### src/rtl/pll_lock_supervisor.sv
// TMDS PLL supervisor: sequences PLL reset, waits for lock with timeout/retry,
// qualifies lock over a stable window and gates the downstream pixel reset.
module pll_lock_supervisor #(
   parameter int SYNC_STAGES    = 2,
   parameter int PLL_RST_CYCLES = 16,
   parameter int LOCK_TIMEOUT   = 50000,
   parameter int STABLE_CYCLES  = 1024,
   parameter int MAX_RETRY      = 3,
   parameter int CNT_W          = 8
) (
   input  logic             clk,
   input  logic             rst_n,
   input  logic             pll_lock,
   input  logic             retry_clr,
   output logic             pll_reset,
   output logic             pll_ready,
   output logic             rst_out_n,
   output logic             fail,
   output logic [1:0]       retry_cnt,
   output logic [CNT_W-1:0] lock_loss_cnt
);

   localparam int SYNC_N = (SYNC_STAGES < 2) ? 2 : SYNC_STAGES;
   localparam int T_A    = (PLL_RST_CYCLES > LOCK_TIMEOUT) ? PLL_RST_CYCLES : LOCK_TIMEOUT;
   localparam int T_MAX  = (T_A > STABLE_CYCLES) ? T_A : STABLE_CYCLES;
   localparam int TW     = $clog2(T_MAX + 1);

   localparam logic [TW-1:0] RST_LAST    = TW'(PLL_RST_CYCLES - 1);
   localparam logic [TW-1:0] TIMEOUT_LAST = TW'(LOCK_TIMEOUT - 1);
   localparam logic [TW-1:0] STABLE_LAST  = TW'(STABLE_CYCLES - 1);

   localparam logic [2:0] ST_PLL_RST   = 3'd0;
   localparam logic [2:0] ST_WAIT_LOCK = 3'd1;
   localparam logic [2:0] ST_STABLE    = 3'd2;
   localparam logic [2:0] ST_RUN       = 3'd3;
   localparam logic [2:0] ST_LOST      = 3'd4;
   localparam logic [2:0] ST_FAIL      = 3'd5;

   logic [SYNC_N-1:0] sync_q;
   logic              lock_s;
   logic [2:0]        state_q, state_d;
   logic [TW-1:0]     timer_q;
   logic [1:0]        retry_d;
   logic              loss_inc;
   logic              hold_pll_rst;

   assign lock_s = sync_q[SYNC_N-1];

   always_comb begin
      state_d  = state_q;
      retry_d  = retry_cnt;
      loss_inc = 1'b0;
      case (state_q)
         ST_PLL_RST:
            if (timer_q == RST_LAST) state_d = ST_WAIT_LOCK;
         ST_WAIT_LOCK:
            // lock takes priority over a coincident timeout
            if (lock_s) begin
               state_d = ST_STABLE;
            end else if (timer_q == TIMEOUT_LAST) begin
               retry_d = (retry_cnt == 2'd3) ? 2'd3 : retry_cnt + 2'd1;
               state_d = ((int'(retry_cnt) + 1) >= MAX_RETRY) ? ST_FAIL : ST_PLL_RST;
            end
         ST_STABLE:
            if (!lock_s) begin
               state_d = ST_WAIT_LOCK;
            end else if (timer_q == STABLE_LAST) begin
               state_d = ST_RUN;
               retry_d = 2'd0;
            end
         ST_RUN:
            if (!lock_s) begin
               state_d  = ST_LOST;
               loss_inc = 1'b1;
            end
         ST_LOST:
            state_d = ST_PLL_RST;
         ST_FAIL:
            if (retry_clr) begin
               state_d = ST_PLL_RST;
               retry_d = 2'd0;
            end
         default:
            state_d = ST_PLL_RST;
      endcase
   end

   assign hold_pll_rst = (state_d == ST_PLL_RST) || (state_d == ST_FAIL);

   always_ff @(posedge clk or negedge rst_n) begin
      if (!rst_n) begin
         sync_q        <= '0;
         state_q       <= ST_PLL_RST;
         timer_q       <= '0;
         pll_reset     <= 1'b1;
         pll_ready     <= 1'b0;
         rst_out_n     <= 1'b0;
         fail          <= 1'b0;
         retry_cnt     <= 2'd0;
         lock_loss_cnt <= '0;
      end else begin
         sync_q  <= {sync_q[SYNC_N-2:0], pll_lock};
         state_q <= state_d;
         if (state_d != state_q)  timer_q <= '0;
         else if (timer_q != '1)  timer_q <= timer_q + 1'b1;
         // PLL reset and fail follow the next state; the downstream reset lags
         // the state by one cycle so it only releases once RUN is established.
         pll_reset <= hold_pll_rst;
         fail      <= (state_d == ST_FAIL);
         pll_ready <= (state_q == ST_RUN);
         rst_out_n <= (state_q == ST_RUN);
         retry_cnt <= retry_d;
         if (loss_inc && (lock_loss_cnt != '1))
            lock_loss_cnt <= lock_loss_cnt + CNT_W'(1);
      end
   end

endmodule

### config.mk
export PLATFORM = sky130hd
export DESIGN_NAME = pll_lock_supervisor
export DESIGN_NICKNAME = d
export VERILOG_FILES = /design/src/rtl/pll_lock_supervisor.sv
export SDC_FILE = /design/constraint.sdc
export NUM_CORES = 1
export LEC_CHECK = 0
export CAP_MARGIN = 20
export CORE_ASPECT_RATIO = 1.5
export CORE_UTILIZATION = 55
export DETAILED_ROUTE_END_ITERATION = 10
export MAX_ROUTING_LAYER = met4
export PLACE_DENSITY = 0.83
export SLEW_MARGIN = 0
export SYNTH_ARGS = -nofsm -noshare
export SYNTH_HDL_FRONTEND = slang
export SYNTH_SLANG_ARGS = --single-unit
### constraint.sdc
create_clock -name clk -period 2.7 [get_ports clk]
set_input_delay 0.54 -clock clk [delete_from_list [all_inputs] [get_ports clk]]
set_output_delay 0.54 -clock clk [all_outputs]
set_load 0.005 [all_outputs]
**After elaboration in Yosys (flattened, before gate mapping)**

Index checks and enable logic that the tools add are counted.
W data, S select, Z words.

- Register bits after elaboration: 34
- Bits in latches: 0
- RAM bits: 0
- ROM bits: 0
- Input bits: 4
- Output and inout port bits: 14
- Logic and storage cells: 57
- Memories kept: 0

- $add $sub $neg: 4
- $mul: 0
- Div/mod/pow operators: 0
- Magnitude comparators: 1
- Equal/unequal tests: 17
- Shift-type cells: 0
- Mux-type cells: 20
- Bitwise logic cells: 0
- Reductions and logical operators: 7

Operator list:

| operator | count |
|---|---|
| $mux W16 | 2 |
| $mux W3 | 8 |
| $add A16 B1 Y16 const B | 1 |
| $eq A16 B10 Y1 const B | 1 |
| $eq A16 B16 Y1 const B | 1 |
| $eq A16 B4 Y1 const B | 1 |
| $ne A16 B16 Y1 const B | 1 |
| $pmux W3 S5 | 1 |
| $mux W2 | 6 |
| $ne A2 B2 Y1 const B | 5 |
| $add A8 B1 Y8 const B | 1 |
| $ne A8 B8 Y1 const B | 1 |
| $eq A3 B2 Y1 const B | 2 |
| $eq A3 B3 Y1 const B | 2 |
| $logic_not A3 Y1 | 2 |
| $pmux W2 S3 | 1 |
| $reduce_and A6 Y1 | 1 |
| $add A2 B1 Y3 const B | 1 |
| $eq A3 B1 Y1 const B | 1 |
| $ge A3 B2 Y1 const B | 1 |
| $ne A3 B3 Y1 | 1 |
| $reduce_bool A3 Y1 | 1 |
| $add A2 B1 Y2 const B | 1 |
| $eq A2 B2 Y1 const B | 1 |
| other kinds (4) | 5 |

**Longest topological paths before layout**

Gate-level depths: netlist of run 1.

- Depth in word-level cells: 8
- Gate-level depth with buffers: 7
- Depth with buffers taken out: 6

**Least setup slack after synthesis of run 1**

OpenSTA, ideal clock, no wires.

- Path kind: reg2reg
- From: reg timer_q[10]
- To: reg timer_q[0]
- Setup time: 0.121 ns
- Data arrival time: 2.185 ns
- Required time: 2.579 ns
- Path slack: 0.394 ns
- Stages on the path, launching flop included: 7
- Buffers on the path: 1
- Clock period less this slack: 2.306 ns
- Path through: dfrtp_1 or4_4 or4_4 o311a_4 a31oi_4 buf_6 nor3_1

- Longest elaborated chain between the ends: 6
- Elaborated cells between the ends (all ways): 13
- Those cells by class: 5 x eq/ne; 7 x mux; 1 x reduce/logical

RTL lines:

| item | line | source |
|---|---|---|
| from (decl) | 42 | `logic [TW-1:0] timer_q;` |
| from (signal assigned) | 105 | `else if (timer_q != '1) timer_q <= timer_q + 1'b1;` |
| $eq A16 B10 Y1 / $eq A16 B16 Y1 (equally long branches) | 67, 60 |  |
| $mux W3 (on tied branches) | 67, 60 |  |
| $mux W3 (on tied branches) | 65, 58 |  |
| $pmux W3 S5 | 53 | `case (state_q)` |
| $ne A3 B3 Y1 | 104 | `if (state_d != state_q) timer_q <= '0;` |
| $mux W16 / $reduce_bool A2 Y1 (equally long branches) | -- |  |

Parallel ways exist; a longest one is shown, timed or not.
A chain may end at the register's enable or synchronous reset.

**Worst setup path in the final report of run 1**

- From: reg timer_q[5]
- To: reg timer_q[14]

Same word-level chain as after synthesis.

==> flow_metrics.tcl, run 1 <==
set metrics [dict create \
    power_w 0.001449 \
    worstHoldPathCells 0 \
    routed_wl_um 4087 \
    synthAdderAreaFrac_pct 1.370 \
    pwr-share-seq_pct 45.9 \
    slowest_stage "or4b_1" \
    ctsResizeCount 0 \
    synthXorXnorAreaFrac_pct 9.110 \
    cap_violations 0 \
    holdWs_ns 0.3461 \
    drc 0 \
    synth_common_cells "dfrtp_1 (33), nor2_1 (16), nor3_1 (16), xnor2_1 (16)" \
    slew_viol_final 0 \
    internal-power_w 0.0009690 \
    yosys-top-cells-area "dfrtp_1 (45%), xnor2_1 (7.7%), nor3_1 (4.4%), nor2_1 (3.3%), nor4_1 (2.7%)" \
    busiest_layer "met2" \
    rsz0062_at_grt "false" \
    dp_slack_ns 0.1838 \
    dieArea_sq_um 3561 \
    clk_pin_slew_ns 0.07 \
    clock_latency_ns 0.29 \
    worstSetupPathDepth 5 \
    p_leak_nw 0.8719 \
    finalNonFillerCells 244 \
    ant_nets 0 \
    grt_pass1_wl_um 6596 \
    nNetsFinal 209 \
    synth-async-reset-ratio_pct 100.0 \
    post_cts_buffers 0 \
    path_cells "or4b_1, or4_4, o311a_4, a31oi_4, a2111oi_0" \
    timing.final.ws_setup_ns 0.1242 \
    yosysSeqAreaShare_pct 46.64 \
    p_sw_share_pct 33.11 \
    setup_viol 0 \
    synthSimpleGateAreaFrac_pct 25.34 \
    cts_buffers 5 \
    drt-initial-drc-count 63 \
    netlist_area_sq_um 1827 \
    die_x_um 49.06 \
    clockPowerShare_pct 26.9 \
    rows 25 \
    vias 1526 \
    track_usage_pct 25.96 \
    dp_hpwl_um 2888 \
    switchingPower_w 0.0004796 \
    ios 18 \
    synthCells 181 \
    synth_top_family_by_area "simple AND/OR/NAND/NOR gates" \
    syn_nets 187 \
    synth.most_common_cell "dfrtp_1" \
    finalCriticalPeriod_ns 2.576 \
    grtUsageMet1_pct 26.69 \
    drt_pre_antenna_iters 4 \
    cpPeakStageDelay_ns 0.60 \
    htree_levels 2 \
    ys_warn_count 0 \
    setup_tns_ns 0 \
    start_kind "flop" \
    ctsHoldBuffers 0 \
    drive_above_1_share_pct 13.24 \
    crit_fanout 16 \
    slew_headroom_pct 48.43 \
    synth_edf_count 0 \
    via_per_inst 6.254 \
    period_share_pct 95.40 \
    path_delay_family "simple AND/OR/NAND/NOR gates" \
    reg2reg_depth 5 \
    ctsRootBufferMaster "clkbuf_8" \
    grt_pass1_vias 1460 \
    ys_types 47 \
    worstPathRequired_ns 2.85 \
    avgRoutedWirePerCell_um 16.75 \
    fin_skew_ns 0.005744 \
    crit_buf_inv 0 \
    clock_path_buffers 2 \
    fmax_mhz 388.2 \
    power_density_nw_per_um2 676.3 \
    critPathCaptureType "flop" \
    io_buffers 17 \
    syn2layout_area_growth_pct 17.26 \
    hold_viol_final 0 \
    gp_congestion 0.8914 \
    grt_antenna_before_repair 0 \
    insertedDiodeCount 0 \
    avgSynthCellArea_sq_um 10.09 \
    ys_ff_latch 34 \
    status "finished, final reports clean" \
    yosys.area.top_type "dfrtp_1" \
    synth_top_area_share_pct 45.21 \
    grtUsageMet3_pct 5.833 \
    grt_max_degree 35 \
    ir_drop_uv 639.0 \
    place_inst 236 \
    cts_tree "built" \
    start_util_pct 57.82 \
    clkSinkCount 34 \
    ys.flop_type "dfrtp_1" \
    synth_compound_gate_area_share_pct 10.82 \
    worstHoldPathType "flop to flop" \
    tightest_slew_ns 0.7664 \
    gr-total-overflow 0 \
    p_comb_share_pct 27.3 \
    core_sq_um 3159 \
    die-height_um 72.59 \
    arrival_ns 2.72 \
    synth_mux_area_share_pct 2.397 \
    worst-setup-path-type "flop to flop" \
    use_met2_pct 44.91 \
]
area by class of cell:
type | instances | area (sq um)
Fill cell | 239 | 1017
Clock buffer | 7 | 86.33
Sequential cell | 34 | 852.1
Tap cell | 40 | 50.05
Timing Repair Buffer | 24 | 222.7
Inverter | 8 | 30.03
Multi-Input combinational cell | 130 | 895.9
Clock inverter | 1 | 5.005
registers in the layout, indices dropped and copies added, names as in the netlist:
signal	flops
lock_loss_cnt	8
timer_q	16
rst_out_n	1
fail	1
state_q	3
pll_reset	1
retry_cnt	2
sync_q	2
layout by cell type (no fill, tap or decap), drive strengths merged, types with 2 or more instances in the layout:
cell / instances
a21oi: 2
a31oi: 3
and2: 2
and3: 7
buf: 7
clkbuf: 7
clkdlybuf4s50: 17
dfrtp: 33
ha: 2
inv: 8
mux2: 3
nand2: 8
nand3: 5
nand4: 7
nor2: 16
nor3: 16
nor3b: 3
nor4: 8
o211a: 2
o21ai: 2
o31ai: 3
or3: 2
or4: 3
xnor2: 16
xor2: 3
final timing paths:
check / endpoint / from / slack, ns
min in group asynchronous: timer_q[6] / rst_n / 0.65
max in group asynchronous: pll_reset / rst_n / 1.70
min: sync_q[1] / sync_q[0] / 0.35
max reg2reg: timer_q[14] / timer_q[5] / 0.12
min reg2reg: sync_q[1] / sync_q[0] / 0.35
max: timer_q[14] / timer_q[5] / 0.12
power groups by stage:
stage                     clock network [W]  registers (W)  logic [W]
after floorplan                           0       0.000641   0.000308
after global routing               0.000409       0.000672   0.000433
after CTS                          0.000394       0.000662   0.000396
final                              0.000389       0.000664   0.000395
after global placement                    0       0.000661   0.000372
after detailed placement                  0       0.000672   0.000393
cell families (layout without fill, tap and decap cells):
group / after synthesis / after routing
muxes: 4 / 4
and+or+nand+nor: 83 / 83
buffers and inverters: 17 / 40
xor gates and xnor gates: 19 / 19
adders and majority gates: 2 / 2
AOI/OAI and AO/OA: 22 / 22
DFF: 34 / 34
layer usage:
layer / up-vias / share of wire [%]
met5: - / 0
met4: 0 / 3.1
met3: 14 / 4.7
met2: 59 / 54
met1: 748 / 38
li1: 705 / -
stage by stage:
step	util, %	area, sq um
4_1_cts	67.80	2142
3_3_place_gp	64.91	2051
3_5_place_dp	64.91	2051
2_1_floorplan	-	1827
6_report	67.80	2142
5_1_grt	67.80	2142
No activity file was read; power rests on OpenSTA's default activity.
==> inputs of run 2 (changes only) <==
- SLEW_MARGIN: 0 -> 20
==> results of run 2 <==
No change in the layout: final DEF, timing and power equal those of run 1.
==> inputs of run 3 (changes only) <==
- CTS_CLUSTER_DIAMETER: not set -> 50
- PLACE_DENSITY: 0.83 -> 0.77
==> flow_metrics.tcl, run 3 (synthesized netlist as in run 1, its figures left out) <==
set metrics [dict create \
    drive_above_1_share_pct 14.08 \
    period_share_pct 96.25 \
    ctsResizeCount 0 \
    core_sq_um 3159 \
    worst-setup-path-type "flop to flop" \
    clkSinkCount 34 \
    ctsHoldBuffers 0 \
    reg2reg_to "timer_q[14]" \
    start_kind "flop" \
    finalNonFillerCells 246 \
    place_inst 238 \
    syn2layout_area_growth_pct 18.08 \
    start_util_pct 57.82 \
    hp-start "sync_q[0]" \
    vias 1544 \
    track_usage_pct 26.54 \
    reg2reg_depth 5 \
    htree_levels 2 \
    r2r_setup_slack_ns 0.10 \
    dp_hpwl_um 2791 \
    die_x_um 49.06 \
    grt_pass1_vias 1464 \
    finalCriticalPeriod_ns 2.599 \
    seq_area_sq_um 852.1 \
    drt-initial-drc-count 44 \
    arrival_ns 2.73 \
    post_cts_buffers 0 \
    multi_input_area_sq_um 895.9 \
    worstHoldPathCells 0 \
    status "finished, final reports clean" \
    grt_antenna_before_repair 0 \
    gr-total-overflow 0 \
    cap_violations 0 \
    critPathCaptureType "flop" \
    tightest_slew_ns 0.7357 \
    ir_drop_uv 463.2 \
    fin_skew_ns 0.004285 \
    drc 0 \
    final_common_cell "dfrtp_1" \
    gp_congestion 0.8651 \
    cts_buffers 5 \
    setup_tns_ns 0 \
    clock_latency_ns 0.29 \
    grt_pass1_wl_um 6796 \
    hold_path_end "sync_q[1]" \
    rows 25 \
    grt_max_degree 35 \
    worstHoldPathType "flop to flop" \
    mostFrequentLayoutCells "dfrtp_1 (33), clkdlybuf4s50_1 (17), nor2_1 (16), nor3_1 (16), xnor2_1 (16)" \
    dieArea_sq_um 3561 \
    setup_viol 0 \
    clk_pin_slew_ns 0.07 \
    avgRoutedWirePerCell_um 16.28 \
    cts_tree "built" \
    io_buffers 17 \
    via_per_inst 6.276 \
    slew_headroom_pct 50.31 \
    die-height_um 72.59 \
    insertedDiodeCount 0 \
    slew_viol_final 0 \
    ctsRootBufferMaster "clkbuf_8" \
    fmax_mhz 384.8 \
    rsz0062_at_grt "false" \
    ant_nets 0 \
    p_leak_nw 0.8828 \
    clock_path_buffers 2 \
    nNetsFinal 211 \
    top_regs "timer_q x16, lock_loss_cnt x8, state_q x3" \
    hold_viol_final 0 \
    crit_fanout 16 \
    r2r_start "timer_q[10]" \
    regMostFlops "timer_q" \
    largest_register_ffs 16 \
    nFillCells 243 \
    power_density_nw_per_um2 666.6 \
    drt_pre_antenna_iters 5 \
    worstPathRequired_ns 2.83 \
    ios 18 \
    routed_wl_um 4006 \
]
run 3: cell types whose count changed in the layout (fill, tap and decap cells not counted):
cell   previous run  this run
buf_4             7         9
run 3: worst max path at each step:
stage | start | end | slack (ns) | cells after the start
floorplan | timer_q[10] | timer_q[0] | 0.39 | 6
global placement | timer_q[10] | timer_q[14] | 0.24 | 5
detailed placement | timer_q[10] | timer_q[14] | 0.14 | 5
CTS | timer_q[10] | timer_q[14] | 0.12 | 5
global route | timer_q[10] | timer_q[14] | 0.04 | 5
finish | timer_q[10] | timer_q[14] | 0.10 | 5
run 3: area by class of cell:
cell class	count	share of cell area, %
tap	40	2.320
inverter	8	1.392
clock inverter	1	0.2320
multi-input combinational	130	41.53
timing repair buffer	26	11.02
clock buffer	7	4.002
sequential	34	39.50
run 3: layer usage:
metal | vias up | wire length [um] | GRT usage, %
met4 | 0 | 141 | 15.36
li1 | 713 | - | -
met2 | 62 | 2121 | 44.14
met5 | - | 0 | -
met3 | 21 | 211 | 6.667
met1 | 748 | 1532 | 28.67
run 3: power by group:
part,total [W],switching (W),internal (W)
Sequential,0.000662,0.0000861,0.000576
Clock,0.000383,0.000178,0.000205
Combinational,0.000392,0.000205,0.000187
run 3: per-stage QoR:
stage	setup WS, ns	area [sq um]	hold slack (ns)	power, W	utilization [%]
detailed placement	0.1380	2066	0.3536	0.001062	65.39
finish	0.1012	2157	0.3602	0.001438	68.28
global route	0.03846	2157	0.3685	0.001528	68.28
global placement	0.2432	2066	0.3376	0.001034	65.39
floorplan	0.3944	1827	0.2444	0.0009487	-
CTS	0.1172	2157	0.3684	0.001450	68.28
run 3: worst max-delay path, stage by stage, from the launching register on:
cell,delay (ns)
dfrtp_1,0.43
or4_4,0.56
or4_4,0.52
o311a_4,0.33
a31oi_4,0.42
a2111oi_0,0.18
